===== src/rtl/ex_muldiv.sv =====
// RV32 execute stage: single-cycle ALU/branch/jump/LUI/AUIPC plus RV32M with a
// pipelined multiplier and a restoring divider that stall the core via hold_flag_o.
module ex_muldiv #(
  parameter int XLEN    = 32,
  parameter int MUL_LAT = 2
) (
  input  logic            clk,
  input  logic            rst_n,
  input  logic [31:0]     inst_i,
  input  logic [XLEN-1:0] inst_addr_i,
  input  logic [XLEN-1:0] op1_i,
  input  logic [XLEN-1:0] op2_i,
  input  logic [4:0]      rd_addr_i,
  input  logic            rd_wen_i,
  input  logic            flush_i,
  output logic [4:0]      rd_addr_o,
  output logic [XLEN-1:0] rd_data_o,
  output logic            rd_wen_o,
  output logic [XLEN-1:0] jump_addr_o,
  output logic            jump_en_o,
  output logic            hold_flag_o,
  output logic            busy_o
);
  localparam int SHW = $clog2(XLEN);
  localparam int PW  = 2*XLEN+2;
  localparam int CW  = $clog2(XLEN+1);

  localparam logic [6:0] OP_IMM   = 7'b0010011;
  localparam logic [6:0] OP_REG   = 7'b0110011;
  localparam logic [6:0] OP_BR    = 7'b1100011;
  localparam logic [6:0] OP_JAL   = 7'b1101111;
  localparam logic [6:0] OP_JALR  = 7'b1100111;
  localparam logic [6:0] OP_LUI   = 7'b0110111;
  localparam logic [6:0] OP_AUIPC = 7'b0010111;

  typedef enum logic [1:0] {IDLE, MUL, DIV, DONE} state_e;

  logic [6:0] opcode, funct7;
  logic [2:0] funct3;
  logic       is_mop;
  assign opcode = inst_i[6:0];
  assign funct3 = inst_i[14:12];
  assign funct7 = inst_i[31:25];
  assign is_mop = (opcode == OP_REG) && (funct7 == 7'b0000001);

  logic [XLEN-1:0] imm_b, imm_j, imm_u;
  assign imm_b = XLEN'($signed({inst_i[31], inst_i[7], inst_i[30:25], inst_i[11:8], 1'b0}));
  assign imm_j = XLEN'($signed({inst_i[31], inst_i[19:12], inst_i[20], inst_i[30:21], 1'b0}));
  assign imm_u = XLEN'($signed({inst_i[31:12], 12'b0}));

  // ---------------- single-cycle path ----------------
  logic            lt_s, lt_u, br_take, alu_ok;
  logic [XLEN-1:0] sum, pc4, sra_res, srl_res, sll_res, alu_base, alu_data;
  logic [XLEN-1:0] alu_jaddr;
  logic            alu_jen;

  assign lt_s    = $signed(op1_i) < $signed(op2_i);
  assign lt_u    = op1_i < op2_i;
  assign sum     = op1_i + op2_i;
  assign pc4     = inst_addr_i + XLEN'(4);
  assign sra_res = XLEN'($signed(op1_i) >>> op2_i[SHW-1:0]);
  assign srl_res = op1_i >> op2_i[SHW-1:0];
  assign sll_res = op1_i << op2_i[SHW-1:0];

  always_comb begin
    alu_base = '0;
    case (funct3)
      3'b000:  alu_base = (opcode == OP_REG && inst_i[30]) ? op1_i - op2_i : sum;
      3'b001:  alu_base = sll_res;
      3'b010:  alu_base = XLEN'(lt_s);
      3'b011:  alu_base = XLEN'(lt_u);
      3'b100:  alu_base = op1_i ^ op2_i;
      3'b101:  alu_base = inst_i[30] ? sra_res : srl_res;
      3'b110:  alu_base = op1_i | op2_i;
      default: alu_base = op1_i & op2_i;
    endcase
  end

  always_comb begin
    br_take = 1'b0;
    case (funct3)
      3'b000:  br_take = (op1_i == op2_i);
      3'b001:  br_take = (op1_i != op2_i);
      3'b100:  br_take = lt_s;
      3'b101:  br_take = !lt_s;
      3'b110:  br_take = lt_u;
      3'b111:  br_take = !lt_u;
      default: br_take = 1'b0;
    endcase
  end

  always_comb begin
    alu_ok    = 1'b0;
    alu_data  = '0;
    alu_jen   = 1'b0;
    alu_jaddr = '0;
    case (opcode)
      OP_IMM: begin
        alu_ok   = 1'b1;
        alu_data = alu_base;
      end
      OP_REG: begin
        if (funct7 == 7'b0000000 ||
            (funct7 == 7'b0100000 && (funct3 == 3'b000 || funct3 == 3'b101))) begin
          alu_ok   = 1'b1;
          alu_data = alu_base;
        end
      end
      OP_BR: begin
        alu_jen   = br_take;
        alu_jaddr = br_take ? inst_addr_i + imm_b : '0;
      end
      OP_JAL: begin
        alu_ok    = 1'b1;
        alu_data  = pc4;
        alu_jen   = 1'b1;
        alu_jaddr = inst_addr_i + imm_j;
      end
      OP_JALR: begin
        if (funct3 == 3'b000) begin
          alu_ok    = 1'b1;
          alu_data  = pc4;
          alu_jen   = 1'b1;
          alu_jaddr = {sum[XLEN-1:1], 1'b0};
        end
      end
      OP_LUI: begin
        alu_ok   = 1'b1;
        alu_data = imm_u;
      end
      OP_AUIPC: begin
        alu_ok   = 1'b1;
        alu_data = inst_addr_i + imm_u;
      end
      default: ;
    endcase
  end

  // ---------------- M extension state ----------------
  state_e            state_q, state_d;
  logic [XLEN-1:0]   a_q, a_d, b_q, b_d;
  logic [2:0]        f3_q, f3_d;
  logic [4:0]        rd_q, rd_d;
  logic              wen_q, wen_d;
  logic [MUL_LAT-1:0] mul_vld_q, mul_vld_d;
  logic [XLEN-1:0]   quo_q, quo_d, rem_q, rem_d, dvs_q, dvs_d, spec_res_q, spec_res_d;
  logic [CW-1:0]     cnt_q, cnt_d;
  logic              neg_q, neg_d, dsgn_q, dsgn_d, spec_q, spec_d;

  logic            issue, mul_in, dsgn, dz, ovf, a_neg, b_neg;
  logic [XLEN-1:0] a_mag, b_mag, sub;
  logic [XLEN:0]   trial;
  logic            ge;

  assign issue  = (state_q == IDLE) && is_mop;
  assign mul_in = issue && !funct3[2];
  assign dsgn   = !funct3[0];
  assign a_neg  = dsgn && op1_i[XLEN-1];
  assign b_neg  = dsgn && op2_i[XLEN-1];
  assign a_mag  = a_neg ? -op1_i : op1_i;
  assign b_mag  = b_neg ? -op2_i : op2_i;
  assign dz     = (op2_i == '0);
  assign ovf    = dsgn && (op1_i == {1'b1, {(XLEN-1){1'b0}}}) && (op2_i == '1);

  // One restoring step: shift the next dividend bit into the partial remainder.
  assign trial = {rem_q, quo_q[XLEN-1]};
  assign ge    = trial >= {1'b0, dvs_q};
  assign sub   = trial[XLEN-1:0] - dvs_q;

  always_comb begin
    state_d    = state_q;
    a_d        = a_q;
    b_d        = b_q;
    f3_d       = f3_q;
    rd_d       = rd_q;
    wen_d      = wen_q;
    mul_vld_d  = MUL_LAT'({mul_vld_q, mul_in});
    quo_d      = quo_q;
    rem_d      = rem_q;
    dvs_d      = dvs_q;
    cnt_d      = cnt_q;
    neg_d      = neg_q;
    dsgn_d     = dsgn_q;
    spec_d     = spec_q;
    spec_res_d = spec_res_q;
    case (state_q)
      IDLE: begin
        if (is_mop) begin
          a_d   = op1_i;
          b_d   = op2_i;
          f3_d  = funct3;
          rd_d  = rd_addr_i;
          wen_d = rd_wen_i && (rd_addr_i != 5'd0);
          if (!funct3[2]) begin
            state_d = mul_vld_d[MUL_LAT-1] ? DONE : MUL;
          end else begin
            quo_d      = a_mag;
            rem_d      = '0;
            dvs_d      = b_mag;
            cnt_d      = '0;
            neg_d      = a_neg ^ b_neg;
            dsgn_d     = a_neg;
            spec_d     = dz || ovf;
            spec_res_d = dz ? (funct3[1] ? op1_i : '1) : (funct3[1] ? '0 : op1_i);
            state_d    = (dz || ovf) ? DONE : DIV;
          end
        end
      end
      MUL: if (mul_vld_d[MUL_LAT-1]) state_d = DONE;
      DIV: begin
        rem_d = ge ? sub : trial[XLEN-1:0];
        quo_d = {quo_q[XLEN-2:0], ge};
        cnt_d = cnt_q + CW'(1);
        if (cnt_q == CW'(XLEN-1)) state_d = DONE;
      end
      default: state_d = IDLE;
    endcase
    if (flush_i && state_q != IDLE) begin
      state_d   = IDLE;
      mul_vld_d = '0;
    end
  end

  always_ff @(posedge clk or negedge rst_n) begin
    if (!rst_n) begin
      state_q    <= IDLE;
      a_q        <= '0;
      b_q        <= '0;
      f3_q       <= '0;
      rd_q       <= '0;
      wen_q      <= 1'b0;
      mul_vld_q  <= '0;
      quo_q      <= '0;
      rem_q      <= '0;
      dvs_q      <= '0;
      cnt_q      <= '0;
      neg_q      <= 1'b0;
      dsgn_q     <= 1'b0;
      spec_q     <= 1'b0;
      spec_res_q <= '0;
    end else begin
      state_q    <= state_d;
      a_q        <= a_d;
      b_q        <= b_d;
      f3_q       <= f3_d;
      rd_q       <= rd_d;
      wen_q      <= wen_d;
      mul_vld_q  <= mul_vld_d;
      quo_q      <= quo_d;
      rem_q      <= rem_d;
      dvs_q      <= dvs_d;
      cnt_q      <= cnt_d;
      neg_q      <= neg_d;
      dsgn_q     <= dsgn_d;
      spec_q     <= spec_d;
      spec_res_q <= spec_res_d;
    end
  end

  // ---------------- multiplier ----------------
  logic signed [XLEN:0]   ma, mb;
  logic signed [PW-1:0]   prod0;
  logic [2*XLEN-1:0]      prod;
  logic                   unused_prod;

  assign ma    = {(f3_q[0] ^ f3_q[1]) & a_q[XLEN-1], a_q};
  assign mb    = {(f3_q[0] & !f3_q[1]) & b_q[XLEN-1], b_q};
  assign prod0 = PW'(ma) * PW'(mb);
  assign unused_prod = ^prod0[PW-1:2*XLEN];

  generate
    if (MUL_LAT > 1) begin : g_pipe
      logic [2*XLEN-1:0] pipe_d [MUL_LAT-1];
      logic [2*XLEN-1:0] pipe_q [MUL_LAT-1];
      always_comb begin
        pipe_d[0] = prod0[2*XLEN-1:0];
        for (int i = 1; i < MUL_LAT-1; i++) pipe_d[i] = pipe_q[i-1];
      end
      always_ff @(posedge clk or negedge rst_n) begin
        if (!rst_n) begin
          for (int i = 0; i < MUL_LAT-1; i++) pipe_q[i] <= '0;
        end else begin
          for (int i = 0; i < MUL_LAT-1; i++) pipe_q[i] <= pipe_d[i];
        end
      end
      assign prod = pipe_q[MUL_LAT-2];
    end else begin : g_nopipe
      assign prod = prod0[2*XLEN-1:0];
    end
  endgenerate

  // ---------------- writeback mux ----------------
  logic [XLEN-1:0] mul_res, div_res, m_res;
  assign mul_res = (f3_q[1:0] == 2'b00) ? prod[XLEN-1:0] : prod[2*XLEN-1:XLEN];
  assign div_res = spec_q   ? spec_res_q :
                   f3_q[1]  ? (dsgn_q ? -rem_q : rem_q) :
                              (neg_q  ? -quo_q : quo_q);
  assign m_res   = mul_vld_q[MUL_LAT-1] ? mul_res : div_res;

  always_comb begin
    rd_addr_o   = '0;
    rd_data_o   = '0;
    rd_wen_o    = 1'b0;
    jump_addr_o = '0;
    jump_en_o   = 1'b0;
    hold_flag_o = 1'b0;
    busy_o      = (state_q != IDLE);
    case (state_q)
      IDLE: begin
        if (is_mop) begin
          hold_flag_o = 1'b1;
        end else begin
          rd_addr_o   = alu_ok ? rd_addr_i : 5'd0;
          rd_data_o   = alu_data;
          rd_wen_o    = alu_ok && rd_wen_i;
          jump_addr_o = alu_jaddr;
          jump_en_o   = alu_jen;
        end
      end
      MUL, DIV: hold_flag_o = !flush_i;
      default: begin
        if (!flush_i) begin
          rd_addr_o = rd_q;
          rd_data_o = m_res;
          rd_wen_o  = wen_q;
        end
      end
    endcase
    // Outputs are forced low for the whole time reset is held.
    if (!rst_n) begin
      rd_addr_o   = '0;
      rd_data_o   = '0;
      rd_wen_o    = 1'b0;
      jump_addr_o = '0;
      jump_en_o   = 1'b0;
      hold_flag_o = 1'b0;
      busy_o      = 1'b0;
    end
  end

endmodule


===== config.mk =====
export PLATFORM = sky130hd
export DESIGN_NAME = ex_muldiv
export DESIGN_NICKNAME = d
export VERILOG_FILES = /design/src/rtl/ex_muldiv.sv
export SDC_FILE = /design/constraint.sdc
export NUM_CORES = 2
export LEC_CHECK = 0
export ABC_AREA = 1
export BUFFER_PORTS_ARGS = -buffer_cell sky130_fd_sc_hd__clkbuf_2
export CORE_MARGIN = 2
export CORE_UTILIZATION = 35
export DETAILED_ROUTE_END_ITERATION = 6
export GPL_TIMING_DRIVEN = 0
export RECOVER_POWER = 50
export SYNTH_ARGS = -nofsm -noshare
export SYNTH_HDL_FRONTEND = slang
export SYNTH_SLANG_ARGS = --single-unit
export TNS_END_PERCENT = 50

===== constraint.sdc =====
create_clock -name clk -period 7.9 [get_ports clk]
set_input_delay 0.395 -clock clk [delete_from_list [all_inputs] [get_ports clk]]
set_output_delay 0.395 -clock clk [all_outputs]
set_load 0.03 [all_outputs]

* After elaboration in Yosys (flattened, before gate mapping)
Index checks and enable logic that the tools add are counted.
Storage, ports and cells: register bits after elaboration 277, output and inout bits 73, logic and storage cells 173
Cells by class: $add $sub $neg 12, multiply operators 1, magnitude comparators 3, equality and inequality tests 28, shift operators 3, muxes and demuxes 67, bitwise operators 8, reduce and logical (&&, ||, !) cells 35
Operators with widths (count):
- $mux W32 | 28
- $pmux W32 S7 | 1
- $pmux W32 S2 | 3
- $pmux W32 S6 | 1
- $add A32 B32 Y32 | 4
- $neg A32 Y32 | 4
- $pmux W32 S3 | 1
- $eq A32 B32 Y1 const B | 2
- $lt A32 B32 Y1 | 2
- $mul A33 B33 Y64 | 1
- $sub A32 B32 Y32 | 2
- $ge A33 B32 Y1 | 1
- $add A32 B3 Y32 const B | 1
- $and A32 B32 Y32 | 1
- $eq A32 B32 Y1 | 1
- $logic_not A32 Y1 | 1
- $ne A32 B32 Y1 | 1
- $or A32 B32 Y32 | 1
- $shl A32 B5 Y32 | 1
- $shr A32 B5 Y32 | 1
- $sshr A32 B5 Y32 | 1
- $xor A32 B32 Y32 | 1
- $eq A7 B6 Y1 const B | 3
- $eq A7 B7 Y1 const B | 3
- 36 further kinds | 91

* Logic depth before layout (Yosys ltp)
depth in word-level cells 10, gate-level depth with buffers 36, depth with buffers taken out 33

* Worst setup path after synthesis
Ideal clock, no wire load.
path type reg2reg, from register f3_q[1], to register g_pipe.pipe_q[63] (netlist name), library setup time 116 ps, arrival time 7892 ps, required time 7784 ps, setup slack -108 ps, cell stages (with the launch flop) 31, buffers on the path 3, clock period less this slack 8008 ps, cell sequence dfrtp_1 > inv_1 > clkbuf_1 > clkbuf_1 > ha_1 > nand2_2 > inv_2 > buf_1 > nand2_1 > inv_1 > fa_1 > fa_1 > fa_1 > fa_1 > inv_1 > fa_1 > fa_1 > fa_1 > fa_1 > inv_1 > ha_1 > a21oi_1 > inv_1 > a31oi_1 > o21ai_0 > a211oi_1 > o21ai_0 > a21oi_1 > inv_1 > nand2_1 > nand2_1
Between the ends: word-level cells in the longest chain between the ends 4, elaborated cells on any way between the ends 6, those cells by class 1 x mul; 4 x bitwise; 1 x reduce/logical
Ends and longest elaborated chain:
- from (decl) | RTL line 142 | logic [2:0] f3_q, f3_d;
- from (signal assigned) | RTL line 229 | f3_q <= '0;
- from (signal assigned) | RTL line 245 | f3_q <= f3_d;
- $logic_not A1 Y1 | RTL line 267 | assign mb = {(f3_q[0] & !f3_q[1]) & b_q[XLEN-1], b_q};
- $and A1 B1 Y1 (2 in a row) | RTL line 267
- $mul A33 B33 Y64 (*) | RTL line 268 | assign prod0 = PW'(ma) * PW'(mb);
- via prod0[63] | RTL line 262 | logic signed [PW-1:0] prod0;
- to (decl) | RTL line 274 | logic [2*XLEN-1:0] pipe_q [MUL_LAT-1];
Mark *: on every way through the listed nets, which the timed path passes. The rest lies on a longest branch. A chain may end at the register's enable or synchronous reset.

* Worst setup path in the final report
from register f3_q[1], to register g_pipe.pipe_q[55] (netlist name)
Same word-level chain as after synthesis.

==> key figures <==
Status
  – Outcome: complete, but fails checks
  – Failing checks: max-capacitance violations, max-slew violations, negative setup slack

Routing
  – Drt total wl: 396 mm
  – Drt pass-1 iters: 7
  – Via count of the routed design: 75,700
  – Antenna-violating nets left: 0
  – Initial drt markers: 9,588
  – Drt via density: 5.52
  – Routed wire per std cell: 28.9 um
  – Detailed-route DRC error count: 0

Worst setup path
  – Critical path data required time: 8340 ps
  – Worst path buffer plus inverter count: 12
  – Worst-path fanout max: 5
  – CP top delay family: adder cells
  – Slowest CP cell: fa_2
  – Startpoint Class: flop
  – WP data arrival: 8680 ps
  – Critical Path End Type: flop
  – CP Class: flop to flop
  – Max stage delay on crit path: 740 ps
  – Cell mode on critical path: fa_1

Timing
  – RSZ-0062 raised after global routing: yes
  – Layout Skew: 32.3 ps
  – Fin. Hold Viols: 0
  – Fin. max-slew vios: 196
  – Sum Neg Setup Slack: -4340 ps
  – Final setup margin: -347 ps
  – Slew @ Worst Pin: 5030 ps
  – F_max: 0.121 GHz
  – Relative slew slack: -235%
  – Finish-stage setup viols: 22
  – Final min period: 8250 ps
  – Final Cycle Share: 104%

Synthesis
  – YS warnings: 0
  – Top post-synthesis cells by area: fa_1 (31%), nand2_1 (14%), inv_1 (11%), dfrtp_1 (9.5%), ha_1 (7.0%)
  – Leading area contributor after synthesis: fa_1
  – Distinct cells, synth: 67
  – Mapped Cells: 10,600
  – Asr flop ratio synth: 100%
  – Post-synth top flop: dfrtp_1
  – #FFs+latches synth: 277
  – Top-area cell type share of the netlist area: 31.1%
  – Post-Syn Area: 72,900 sq um
  – Mapped Nets: 12,300
  – Avg Cell Area, Syn: 6.88 sq um
  – Number of synthesized flops with an enable pin: 0
  – Seq/Total Area, Yosys: 9.51%

Clock tree
  – CTS tree: yes
  – CTS clk-pin slew, worst paths: 70 ps
  – Root buf cell: clkbuf_16
  – Clk Latency, worst-skew pair: 580 ps
  – Maximum clock path buffer count: 3
  – Number of H-tree levels: 2
  – Num CTS Buffers: 35
  – Clk sink count: 277

Layout
  – Seq. cell area: 7010 sq um
  – Layout area overhead: 11.4%
  – Area of the multi-input gates: 56,800 sq um
  – Fraction of layout cells with a size suffix above 1: 8.61%
  – Design area: 81,200 sq um
  – Nets: 12,600
  – Post-layout util: 39.2%
  – Fillers: 22,800

Global route
  – GRT Total Usage: 36.8%
  – Initial antenna violation count: 31
  – Vias in the first global route: 73,300
  – GRT overflow: 0
  – First-pass GRT wire length: 552 mm
  – Largest net degree at the start of global routing: 109

Die
  – Row Count: 167
  – Core region area: 207,000 sq um
  – Die height: 460 um
  – Die W: 460 um
  – Die area: 212,000 sq um
  – # IOs: 210
  – Initial Util: 35.2%

Job
  – Max-Cap Viols: 2

Placement
  – Global placement routability congestion: 1.07
  – PortBufs: 209
  – Hpwl dp: 329 mm
  – Post-DP Area: 77,500 sq um

Pwr
  – Power Total: 5.61 mW
  – Power Dens Cells: 69.1 nW/um^2
  – Leak: 41.8 nW
  – Max VDD drop: 0.000127 V

Hold path
  – Hold Crit Class: primary input to flop
==> final cells by class <==
class,instances,share of cell area (%)
antenna,11,0.0339
buffer,473,2.88
clock inverter,20,0.328
tap,2788,4.30
timing repair buffer,298,2.23
multi-input combinational,7533,69.9
clock buffer,43,1.16
inverter,2259,10.5
sequential,277,8.63
==> sequential cells by signal (all words and copies together) (netlist names), 2 cells and up <==
signal         count
rem_q             32
spec_res_q        32
mul_vld_q          2
b_q               32
dvs_q             32
rd_q               5
quo_q             32
f3_q               2
cnt_q              6
state_q            2
g_pipe.pipe_q     64
a_q               32
==> kinds of logic after synthesis <==
family | share of synthesized area, %
XOR/XNOR | 2.38
AND/OR/NAND/NOR | 24.5
flip-flops | 9.51
adder cells (fa/ha/maj) | 38.1
buffers and inverters | 14.5
AO/OA/AOI/OAI | 11.0
==> layer usage <==
metal	part of all wire [%]	track usage, %	wire [um]	up-vias
met5	0.031	0	124	-
met4	6.0	17.9	23800	20
met3	11	8.78	43700	890
met2	42	54.2	165000	4302
met1	41	50.5	163000	37600
li1	-	-	-	32900
==> synthesized netlist by cell type (5+ instances only) <==
library cell / count
nand2_1: 2811
inv_1: 2232
fa_1: 1131
a21oi_1: 649
nand3_1: 597
nor2_1: 587
o21ai_0: 484
clkbuf_1: 420
ha_1: 408
dfrtp_1: 277
xor2_1: 141
nand4_1: 92
nor3_1: 88
o21ai_1: 75
buf_2: 62
xnor2_1: 57
a31oi_1: 38
o221ai_1: 36
o211ai_1: 34
buf_1: 32
o21bai_1: 29
or2_2: 27
a21o_1: 26
o22ai_1: 26
nor4_1: 25
nand3b_1: 24
inv_2: 22
o21a_1: 20
and2_1: 14
and3_1: 13
o2111ai_1: 11
a211oi_1: 9
o31ai_1: 7
a21boi_0: 6
a32oi_1: 6
nand2_2: 6
buf_4: 5
nor2_2: 5
nor3_4: 5
==> repair_timing <==
item,in CTS,in global routing
gates resized for setup,496,248
setup buffers,50,35
endpoints found under the setup margin,42,35
pin swaps,81,59
hold endpoints to repair,84,0
gates cloned,1,0
hold buffers,1,0
==> through the flow <==
stage                     worst slack (ps)  instances  hold slack [ps]
after global routing                  -484      13700              106
after floorplan                       13.7      10600             99.4
after CTS                             -244      13700             62.4
final                                 -347      13700              104
after global placement               -3220      13600              458
after detailed placement             -3090      13600              471
==> power breakdown <==
group	internal, mW	total (mW)	switching [mW]
Clock	0.999	1.72	0.725
Sequential	1.44	1.47	0.0248
Combinational	0.557	2.42	1.86
Total	3.00	5.61	2.61
==> final timing paths <==
check,startpoint,endpoint,slack (ps),cells past startpoint
min in group asynchronous,rst_n,rd_q[2],430,2
min reg2reg,dvs_q[15],dvs_q[15],490,2
max in group asynchronous,rst_n,b_q[10],940,4
max,f3_q[1],g_pipe.pipe_q[55],-350,33
max reg2reg,f3_q[1],g_pipe.pipe_q[55],-350,33
min,rd_addr_i[2],rd_q[2],100,3
==> cells in the final DEF (no fill, tap or decap), drive strengths merged, types with 7 or more instances in the layout <==
master | synthesis | layout
nand3 | 602 | 602
a211oi | 9 | 9
fa | 1131 | 1131
o21bai | 29 | 29
or2 | 32 | 32
and2 | 16 | 16
o2111ai | 11 | 11
inv | 2255 | 2248
o21a | 20 | 20
o221ai | 36 | 36
nor4 | 26 | 26
nor3 | 96 | 96
a21oi | 650 | 650
clkinv | 4 | 14
o21ai | 559 | 559
buf | 100 | 227
nor2 | 597 | 597
diode | 0 | 11
o22ai | 26 | 26
and3 | 13 | 13
xnor2 | 57 | 57
o211ai | 34 | 34
ha | 408 | 408
dfrtp | 277 | 277
o31ai | 7 | 7
clkinvlp | 0 | 13
a21o | 26 | 26
nand4 | 92 | 92
clkbuf | 421 | 585
xor2 | 141 | 141
a31oi | 38 | 38
nand3b | 24 | 24
nand2 | 2819 | 2819
==> worst reg2reg max path, delay by kind of cell, from the launching register on <==
| family | cells | cell delay (ps) |
|---|---|---|
| compound gates | 1 | 70 |
| xor+xnor | 1 | 250 |
| fa+ha+maj | 10 | 4940 |
| buf+inv | 12 | 1380 |
| flops | 1 | 420 |
| simple gates | 9 | 1050 |
Note: power is estimated with default switching activity, not from simulation.
